===== src/rtl/shift_sequencer_dlx_if.sv =====
// rtl/shift_sequencer_dlx_if.sv - start/busy/done handshake and operand bus for the sequential shifter
interface shift_sequencer_dlx_if #(
  parameter int WIDTH   = 32,
  parameter int SHAMT_W = 5
);
  logic               start;
  logic [WIDTH-1:0]   DI;
  logic [SHAMT_W-1:0] amount;
  logic               right;
  logic               arith;
  logic [WIDTH-1:0]   DO;
  logic               busy;
  logic               done;

  modport master (
    output start, DI, amount, right, arith,
    input  DO, busy, done
  );

  modport slave (
    input  start, DI, amount, right, arith,
    output DO, busy, done
  );
endinterface


===== src/rtl/shift_sequencer_dlx.sv =====
// rtl/shift_sequencer_dlx.sv - multi-cycle SLL/SRL/SRA unit, one bit position per clock
module shift_sequencer_dlx #(
  parameter int WIDTH   = 32,
  parameter int SHAMT_W = 5
) (
  input  logic                CLK,
  input  logic                RESET,
  shift_sequencer_dlx_if.slave bus
);
  typedef enum logic [1:0] {
    S_IDLE  = 2'd0,
    S_SHIFT = 2'd1,
    S_DONE  = 2'd2
  } state_t;

  state_t             r_state;
  logic [SHAMT_W-1:0] r_cnt;
  logic               r_right;
  logic               r_arith;
  logic [WIDTH-1:0]   r_do;
  logic               r_busy;
  logic               r_done;
  logic               w_fill;
  logic [WIDTH-1:0]   w_step;

  // Fill bit is the sign only for arithmetic right shifts; left shifts always feed zero.
  always_comb begin
    w_fill = r_right & r_arith & r_do[WIDTH-1];
    w_step = r_right ? {w_fill, r_do[WIDTH-1:1]} : {r_do[WIDTH-2:0], 1'b0};
  end

  always_ff @(posedge CLK) begin
    if (RESET) begin
      r_state <= S_IDLE;
      r_cnt   <= '0;
      r_right <= 1'b0;
      r_arith <= 1'b0;
      r_do    <= '0;
      r_busy  <= 1'b0;
      r_done  <= 1'b0;
    end else begin
      case (r_state)
        S_IDLE: begin
          r_done <= 1'b0;
          if (bus.start) begin
            r_do    <= bus.DI;
            r_cnt   <= bus.amount;
            r_right <= bus.right;
            r_arith <= bus.arith;
            if (bus.amount == '0) begin
              r_state <= S_DONE;
              r_done  <= 1'b1;
            end else begin
              r_state <= S_SHIFT;
              r_busy  <= 1'b1;
            end
          end
        end
        S_SHIFT: begin
          r_do <= w_step;
          // Count of 1 means this edge performs the last step.
          if (r_cnt <= SHAMT_W'(1)) begin
            r_cnt   <= '0;
            r_state <= S_DONE;
            r_busy  <= 1'b0;
            r_done  <= 1'b1;
          end else begin
            r_cnt <= r_cnt - SHAMT_W'(1);
          end
        end
        S_DONE: begin
          r_state <= S_IDLE;
          r_done  <= 1'b0;
        end
        default: begin
          r_state <= S_IDLE;
          r_busy  <= 1'b0;
          r_done  <= 1'b0;
        end
      endcase
    end
  end

  assign bus.DO   = r_do;
  assign bus.busy = r_busy;
  assign bus.done = r_done;
endmodule

===== src/flat_wrapper.sv =====
// flat-port wrapper written by rule: the top's interface ports become plain ports
module shift_sequencer_dlx_flat 
#(
  parameter int WIDTH   = 32,
  parameter int SHAMT_W = 5
)
  (CLK, RESET, bus_start, bus_DI, bus_amount, bus_right, bus_arith, bus_DO, bus_busy, bus_done);
  shift_sequencer_dlx_if #(.WIDTH(WIDTH), .SHAMT_W(SHAMT_W)) bus_i ();
  input  logic CLK;
  input  logic RESET;
  input wire logic [$bits(bus_i.start)-1:0] bus_start;
  input wire logic [$bits(bus_i.DI)-1:0] bus_DI;
  input wire logic [$bits(bus_i.amount)-1:0] bus_amount;
  input wire logic [$bits(bus_i.right)-1:0] bus_right;
  input wire logic [$bits(bus_i.arith)-1:0] bus_arith;
  output wire logic [$bits(bus_i.DO)-1:0] bus_DO;
  output wire logic [$bits(bus_i.busy)-1:0] bus_busy;
  output wire logic [$bits(bus_i.done)-1:0] bus_done;
  assign bus_i.start = bus_start;
  assign bus_i.DI = bus_DI;
  assign bus_i.amount = bus_amount;
  assign bus_i.right = bus_right;
  assign bus_i.arith = bus_arith;
  assign bus_DO = bus_i.DO;
  assign bus_busy = bus_i.busy;
  assign bus_done = bus_i.done;
  shift_sequencer_dlx #(.WIDTH(WIDTH), .SHAMT_W(SHAMT_W)) u_core (.CLK(CLK), .RESET(RESET), .bus(bus_i));
endmodule

===== config.mk =====
export PLATFORM = sky130hd
export DESIGN_NAME = shift_sequencer_dlx_flat
export DESIGN_NICKNAME = d
export VERILOG_FILES = /design/src/rtl/shift_sequencer_dlx_if.sv /design/src/rtl/shift_sequencer_dlx.sv /design/src/flat_wrapper.sv
export SDC_FILE = /design/constraint.sdc
export NUM_CORES = 1
export LEC_CHECK = 0
export CAP_MARGIN = 10
export CORE_MARGIN = 2
export CORE_UTILIZATION = 48
export DETAILED_ROUTE_END_ITERATION = 16
export GPL_TIMING_DRIVEN = 0
export HOLD_SLACK_MARGIN = 0.06
export PLACE_DENSITY = 0.78
export SLEW_MARGIN = 20
export SYNTH_ARGS = -nofsm -noshare
export SYNTH_HDL_FRONTEND = slang
export SYNTH_SLANG_ARGS = --single-unit

===== constraint.sdc =====
create_clock -name CLK -period 1.86 [get_ports CLK]
set_input_delay 0.372 -clock CLK [delete_from_list [all_inputs] [get_ports CLK]]
set_output_delay 0.372 -clock CLK [all_outputs]
set_load 0.02 [all_outputs]

* After elaboration in Yosys (flattened, before gate mapping)
Index checks and enable logic that the tools add are counted.
** Storage, ports and cells
- Flip-flop bits (word level) :: 43
- Logic and storage cells :: 42
** Operators by class
- $add $sub $neg :: 1
- Order comparisons :: 1
- Equal/unequal tests :: 5
- Muxes and demuxes :: 18
- Bitwise gates (word level) :: 3
- Reductions and logical operators :: 7
** Operators by type and width (number)
- two-way mux 32 bit :: 2
- case mux 32 bit (2 select lines) :: 1
- two-way mux 5 bit :: 2
- case mux 5 bit (2 select lines) :: 1
- two-way mux 1 bit :: 6
- two-way mux 2 bit :: 3
- AND reduction 2 bit :: 3
- less-or-equal comparator 5 x 1 -> 1 bit (second input constant) :: 1
- logical NOT 5 bit :: 1
- subtractor 5 x 1 -> 5 bit (second input constant) :: 1
- inequality test 2 bit (second input constant) :: 2
- case mux 2 bit (2 select lines) :: 1
- AND reduction 4 bit :: 1
- case mux 1 bit (3 select lines) :: 1
- AND 1 bit :: 2
- equality test 2 x 1 -> 1 bit (second input constant) :: 1
- equality test 2 bit (second input constant) :: 1
- logical NOT 2 bit :: 1
- inequality test 2 x 1 -> 1 bit (second input constant) :: 1
- case mux 1 bit (2 select lines) :: 1
- nonzero test 2 bit :: 1
- NOT 1 bit :: 1

* Logic depth before layout (Yosys ltp)
Gate-level depths: netlist of the first run.
- Depth after elaboration :: 4
- Gate-level depth with buffers :: 6
- Depth with buffers taken out :: 6

* Least setup slack after synthesis of the first run
No wires, ideal clock.
- Path type :: register to register
- Start point :: register u_core.r_cnt[1]
- End point :: register u_core.r_cnt[0]
- Arrival :: 1.295 ns
- Path slack :: 0.480 ns
- Cell stages (with the launch flop) :: 7
- Buffers on the path :: 0
- Period minus slack after synthesis :: 1.380 ns
- Cell sequence :: dfxtp_1 > inv_1 > ha_1 > o21bai_1 > a21oi_2 > a221oi_1 > a211oi_1
** On the way
- Word-level cells in the longest chain between the ends :: 3
** Ends and longest elaborated chain
- start: declaration :: line shift_sequencer_dlx.sv:17 : logic [SHAMT_W-1:0] r_cnt;
- start signal: assignment :: line shift_sequencer_dlx.sv:47 : r_cnt <= bus.amount;
- start signal: assignment :: line shift_sequencer_dlx.sv:68 : r_cnt <= r_cnt - SHAMT_W'(1);
- less-or-equal comparator 5 x 1 -> 1 bit :: line shift_sequencer_dlx.sv:62 : if (r_cnt <= SHAMT_W'(1)) begin
- two-way mux 5 bit :: line shift_sequencer_dlx.sv:62
- case mux 5 bit (2 select lines) :: line shift_sequencer_dlx.sv:42 : case (r_state)
Every way passes these cells.
A chain may end at the register's enable or synchronous reset.

* Worst setup path in the final report of the first run
- Start point :: register u_core.r_do[23], in the netlist u_core.bus.DO[23]
- End point :: output port bus_DO[23]
** RTL lines
- start: declaration :: line shift_sequencer_dlx.sv:20 : logic [WIDTH-1:0] r_do;
- start signal: assignment :: line shift_sequencer_dlx.sv:46 : r_do <= bus.DI;
- start signal: assignment :: line shift_sequencer_dlx.sv:60 : r_do <= w_step;
- end: declaration :: line flat_wrapper.sv:16 : output wire logic [$bits(bus_i.DO)-1:0] bus_DO;
No word-level cell between the ends.

==> key figures, run 1 <==
Drt
  – TritonRoute pass-1 iters: 4
  – Wirelength per Cell: 16.6 um
  – WL final: 6790 um
  – Drt via density: 5.71
  – Via count: 2341
  – Antenna Violating Nets Remaining: 0
  – Residual DRC: 0
  – Drt initial violations: 119

Setup path
  – Slowest-stage cell, CP: clkdlybuf4s50_1
  – Crit path max fanout: 4
  – Delay-heaviest family, CP: buffers and inverters
  – Reg2Reg Depth: 6
  – Reg2Reg Setup Slack: 190 ps
  – WP data arrival: 1350 ps
  – Critical Path Start Type: flop
  – Critical Path Max Stage Delay: about 630 ps
  – CP Cell Sequence: clkdlybuf4s50_1
  – WS Path Type: flop to output pin
  – CP required: 1490 ps
  – Worst r2r src: u_core.r_cnt[1]
  – Buffers & Inverters on Critical Path: 1
  – Setup crit end kind: output pin
  – Reg-to-reg endpoint: u_core.r_cnt[1]

Timing
  – WHS: 482 ps
  – Least-Margin Pin Slew: approximately 740 ps
  – Final Hold Vio Count: 0
  – Setup Skew: 8.54 ps
  – Relative slew margins: 0.504
  – Setup-failing EPs final: 0
  – Fmax: 581 MHz
  – Tmin final: 1720 ps
  – Fin. max-slew vios: 0
  – RSZ-0062 raised after global routing: false
  – Period utilization: 0.925

Worst hold path
  – Hold_sp: RESET
  – Hold Path Stages: 2
  – Worst Hold End: u_core.bus.DO[29]
  – Worst Hold Class: input pin to flop

Clocking
  – Latest clock arrival within the worst-skew pair: 310 ps
  – CTS tree: built
  – CTS H-tree depth: 2
  – Worst-path clk slew: 80 ps
  – CTS Sinks: 43
  – TritonCTS Buffers: 5
  – Post-cts resize count: 0
  – Postcts setup bufs: 0
  – Root buf cell: clkbuf_8
  – CTS Hold Bufs: 0
  – Largest buffer count on any clock path: 2

Final layout
  – Commonest non-fill, non-tap cell in the layout: clkdlybuf4s50_1
  – Layout Utilization: 0.658
  – Commonest non-fill, non-tap cells in the layout: 74 x clkdlybuf4s50_1, 44 x nor2_1, 43 x dfxtp_1
  – Layout cells sized above 1: 0.302
  – FILL cells: 465
  – Final net count: 381
  – Antenna diode count: 0
  – Layout area overhead: 33.9%

Yosys
  – Ranking of synthesized cells by area: dfxtp_1 32%, a221oi_2 14%, mux2_4 14%
  – EDFF count, synth: 0
  – Yosys warns: 0
  – Syn Nets: 300
  – Mapped Cells: 256
  – Post-synth top area share: 0.320
  – Avg Cell Area, Syn: roughly 10 um^2
  – Cell variety after synth: 40
  – Seq/Total Area, Yosys: 0.320
  – Synth Flop Type: dfxtp_1
  – Cell Area, Synth: 2690 um^2
  – Ys async rst share: 0
  – Number of synthesized register bits: 43
  – Area leader, netlist: dfxtp_1

Global routing
  – Total gr overflow: 0
  – Vias in the first global route: 2309
  – Largest net degree at the start of global routing: 13
  – First-pass GRT wire length: between 10000 and 15000 um
  – GRT Resource Usage Total: 0.225
  – Antenna violations before repair: 0

Power and ir drop
  – Pwr dens: around 840 nW/um^2
  – Worst vdd ir: slightly below 0.5 mV
  – Leakage: 0.00135 uW

Job
  – Max Cap Viol: 0

Die
  – Height of the die: roughly 79 um
  – Die Area: between 6000 and 7000 um^2
  – FP Rows: 27
  – Core Area: 5470 um^2
  – Initial Util: 0.491
  – I/O Pins: between 70 and 80
  – Die W: approximately 80 um

Placed design
  – Post-DP HPWL: 4890 um
  – Placer congestion estimate: just over 0.8
  – Port Buffer Count: 74

Outcome
  – Status: completed
where the power goes:
group          internal (uW)  switching, uW
logic                    637            622
registers               1040            128
clock network            264            333
worst max path at each step:
stage / slack (ps) / depth (start not counted) / from / endpoint
after floorplan: 480 / 6 / u_core.r_cnt[1] / u_core.r_cnt[0]
after global placement: -40 / 6 / bus_start / u_core.bus.DO[10]
after detailed placement: -110 / 6 / bus_start / u_core.bus.DO[17]
after CTS: 120 / 1 / u_core.bus.DO[23] / bus_DO[23]
after global routing: 60 / 6 / u_core.r_cnt[1] / u_core.r_cnt[1]
final: 140 / 1 / u_core.bus.DO[23] / bus_DO[23]
flip-flops by register name (all words and copies together) (netlist names):
register,count
u_core.bus.DO,32
u_core.r_state,2
u_core.r_cnt,5
u_core.bus.done,1
u_core.bus.busy,1
u_core.r_arith,1
u_core.r_right,1
cell usage after synthesis (2+ instances only):
cell      count
nor2b_1       2
o221ai_1      2
inv_1         4
mux2_4       25
nor2_2        2
dfxtp_1      43
buf_2         7
a221oi_2     25
buf_8         2
mux2i_1       2
a21oi_1       7
nor3_1       13
a211oi_1      4
nand2_1       4
a31oi_1       2
o21ai_1       4
a221oi_1      6
clkbuf_1      6
nor3_2       21
ha_1          2
mux2_1        5
buf_6         7
nor2_1       44
area by class of cell:
| type | count | area, um^2 | area share |
|---|---|---|---|
| Clock buffer | 7 | 76.3 | 0.0212 |
| Multi-Input combinational cell | 185 | 1630 | 0.454 |
| Buffer | 23 | 174 | 0.0483 |
| Tap cell | 72 | 90.1 | 0.0250 |
| Clock inverter | 1 | 5.00 | 0.00139 |
| Inverter | 5 | 18.8 | 0.00521 |
| Timing Repair Buffer | 74 | 741 | 0.206 |
| Sequential cell | 43 | 861 | 0.239 |
kinds of logic (layout without fill, tap and decap cells):
group,after synthesis,in the layout,share of synthesized area
simple gates,94,94,0.206
mux,32,32,0.168
flops,43,43,0.320
buf+inv,28,110,0.0717
fa+ha+maj,2,2,0.00931
compound gates,57,57,0.224
through the flow:
stage | total power (uW) | setup TNS, ps | instances | setup WS, ps | area, um^2
floorplan | 2010 | 0 | 256 | 480 | 2690
global placement | 2420 | -402 | 402 | -44.7 | 3520
detailed placement | 2440 | -799 | 402 | -108 | 3520
CTS | 3030 | 0 | 410 | 122 | 3600
global route | 3180 | 0 | 410 | 56.3 | 3600
finish | 3020 | 0 | 410 | 140 | 3600
metal layers:
layer | vias to the layer above | global-route usage | wire (um)
met5 | - | 0 | 0
met4 | 0 | 0.0810 | 114
met3 | 11 | 0.0330 | 332
met2 | 78 | 0.358 | 3130
met1 | 1133 | 0.312 | 3210
li1 | 1119 | - | -
(Power assumes the default switching activity.)
==> run 2: changes to the inputs <==
- ABC_AREA: default -> 0
- GPL_TIMING_DRIVEN: 0 -> default
==> run 2 against run 1 <==
Non-clock buffer count decreased by 8. Core utilization increased by 0.18 points. Fmax down 0.73%.
==> key figures, run 2 (same netlist as run 1, synthesis figures left out) <==
Outcome
  – Status: completed

Global routing
  – Antenna violations before repair: 0 (unchanged)
  – Vias in the first global route: 2142 (-7.2%)
  – GRT Resource Usage Total: 0.211 (-0.0145)
  – First-pass GRT wire length: 10600 um (-6.1%)
  – Total gr overflow: 0 (unchanged)
  – Largest net degree at the start of global routing: 26 (+13)

Clocking
  – TritonCTS Buffers: 5 (unchanged)
  – CTS H-tree depth: 2 (unchanged)
  – Latest clock arrival within the worst-skew pair: 300 ps (about the same)
  – CTS tree: built
  – Worst-path clk slew: 80 ps (about the same)
  – Postcts setup bufs: 0 (unchanged)
  – CTS Sinks: 43 (unchanged)
  – Largest buffer count on any clock path: 2 (unchanged)
  – Post-cts resize count: 0 (unchanged)
  – Root buf cell: clkbuf_8
  – CTS Hold Bufs: 0 (unchanged)

Placed design
  – Placer congestion estimate: 0.865 (+6.8%)
  – Post-DP HPWL: 4780 um (-2.2%)
  – Dpl cell area: 3530 um^2 (+0.21%)
  – Port Buffer Count: 75 (+1.4%)

Setup path
  – Delay-heaviest family, CP: buffers and inverters
  – Critical path origin: u_core.bus.DO[13]
  – Worst r2r src: u_core.r_cnt[1]
  – WP data arrival: 1360 ps (about the same)
  – Reg2Reg Depth: 6 (unchanged)
  – Crit path max fanout: 4 (unchanged)
  – Critical Path Start Type: flop
  – Buffers & Inverters on Critical Path: 1 (unchanged)
  – CP Cell Sequence: clkdlybuf4s50_1
  – Reg-to-reg endpoint: u_core.r_cnt[1]
  – Slowest-stage cell, CP: clkdlybuf4s50_1
  – Critical Path Max Stage Delay: 650 ps (+20 ps)
  – Setup crit end kind: output pin
  – WS Path Type: flop to output pin
  – Reg2Reg Setup Slack: 200 ps (about the same)
  – CP required: 1490 ps (about the same)

Drt
  – Drt initial violations: 151 (+27%)
  – Antenna Violating Nets Remaining: 0 (unchanged)
  – TritonRoute pass-1 iters: 4 (unchanged)
  – Via count: 2233 (-4.6%)
  – Residual DRC: 0 (unchanged)
  – Drt via density: 5.55 (-2.7%)
  – WL final: 6570 um (-3.3%)
  – Wirelength per Cell: 16.3 um (-1.4%)

Power and ir drop
  – Leakage: 0.00135 uW (+0.21%)
  – Pwr dens: 834 nW/um^2 (-0.68%)
  – Worst vdd ir: 0.656 mV (+36%)

Die
  – Height of the die: 78.8 um (unchanged)
  – Die W: 78.8 um (unchanged)
  – I/O Pins: 76 (unchanged)
  – Die Area: 6210 um^2 (unchanged)
  – Core Area: 5470 um^2 (unchanged)
  – Initial Util: 0.491 (unchanged)
  – FP Rows: 27 (unchanged)

Timing
  – Final Hold Vio Count: 0 (unchanged)
  – Tmin final: 1730 ps (+12.7 ps)
  – RSZ-0062 raised after global routing: false
  – Setup-failing EPs final: 0 (unchanged)
  – Period utilization: 0.932 (+0.00681)
  – Fin Setup TNS: 0 ps (unchanged)
  – Fin. max-slew vios: 0 (unchanged)
  – Least-Margin Pin Slew: 555 ps (-190 ps)
  – Relative slew margins: 0.630 (+0.126)
  – Setup Skew: 5.40 ps (-3.14 ps)
  – Fmax: 577 MHz (-0.73%)

Final layout
  – Commonest non-fill, non-tap cell in the layout: clkdlybuf4s50_1
  – Max reg flops: 32 (unchanged)
  – Area of the multi-input gates: 1640 um^2 (+0.46%)
  – Final net count: 373 (-2.1%)
  – Cell area after layout: 3610 um^2 (+0.28%)
  – Register area: 862 um^2 (+0.15%)
  – Layout area overhead: 34.3%
  – Commonest non-fill, non-tap cells in the layout: 74 x clkdlybuf4s50_1, 44 x nor2_1, 42 x dfxtp_1
  – Layout cells sized above 1: 0.312 (+0.0103)
  – Antenna diode count: 0 (unchanged)
  – FILL cells: 468 (+0.65%)

Worst hold path
  – Worst Hold End: u_core.bus.done
  – Hold_sp: u_core.bus.done
  – Worst Hold Class: flop to flop
  – Hold Path Stages: 2 (unchanged)

Job
  – Max Cap Viol: 0 (unchanged)
## run 2: per-layer routing
metal,global-route usage,share of wire
met3,0.0443,0.057
met1,0.293,0.48
met4,0.0466,0.0067
met2,0.338,0.46
met5,0,0
## run 2: cell type report
type                            instances  share of cell area
Clock inverter                          3             0.00416
Inverter                                5             0.00520
Tap cell                               72              0.0250
Multi-Input combinational cell        185               0.455
Clock buffer                            5              0.0191
Sequential cell                        43               0.239
Timing Repair Buffer                   89               0.253
## run 2: stage by stage
stage	util	total power, uW	hold slack, ps	setup slack, ps	instances
final	0.660	3010	488	127	402
after global placement	0.644	2430	477	128	394
after detailed placement	0.644	2450	470	109	394
after global routing	0.660	3170	523	16.1	402
after floorplan	-	2010	461	480	256
after CTS	0.660	3030	492	123	402
## run 2: worst max-delay path by stage
| stage | cells after the start | slack, ps | end |
|---|---|---|---|
| floorplan | 6 | 480 | u_core.r_cnt[0] |
| global placement | 6 | 130 | u_core.bus.DO[0] |
| detailed placement | 6 | 110 | u_core.bus.DO[0] |
| CTS | 1 | 120 | bus_DO[13] |
| global route | 6 | 20 | u_core.r_cnt[1] |
| finish | 1 | 130 | bus_DO[13] |
## run 2: report_power, final
group | switching (uW) | internal, uW
logic | 596 | 648
clock network | 323 | 257
registers | 148 | 1040
total | 1070 | 1940
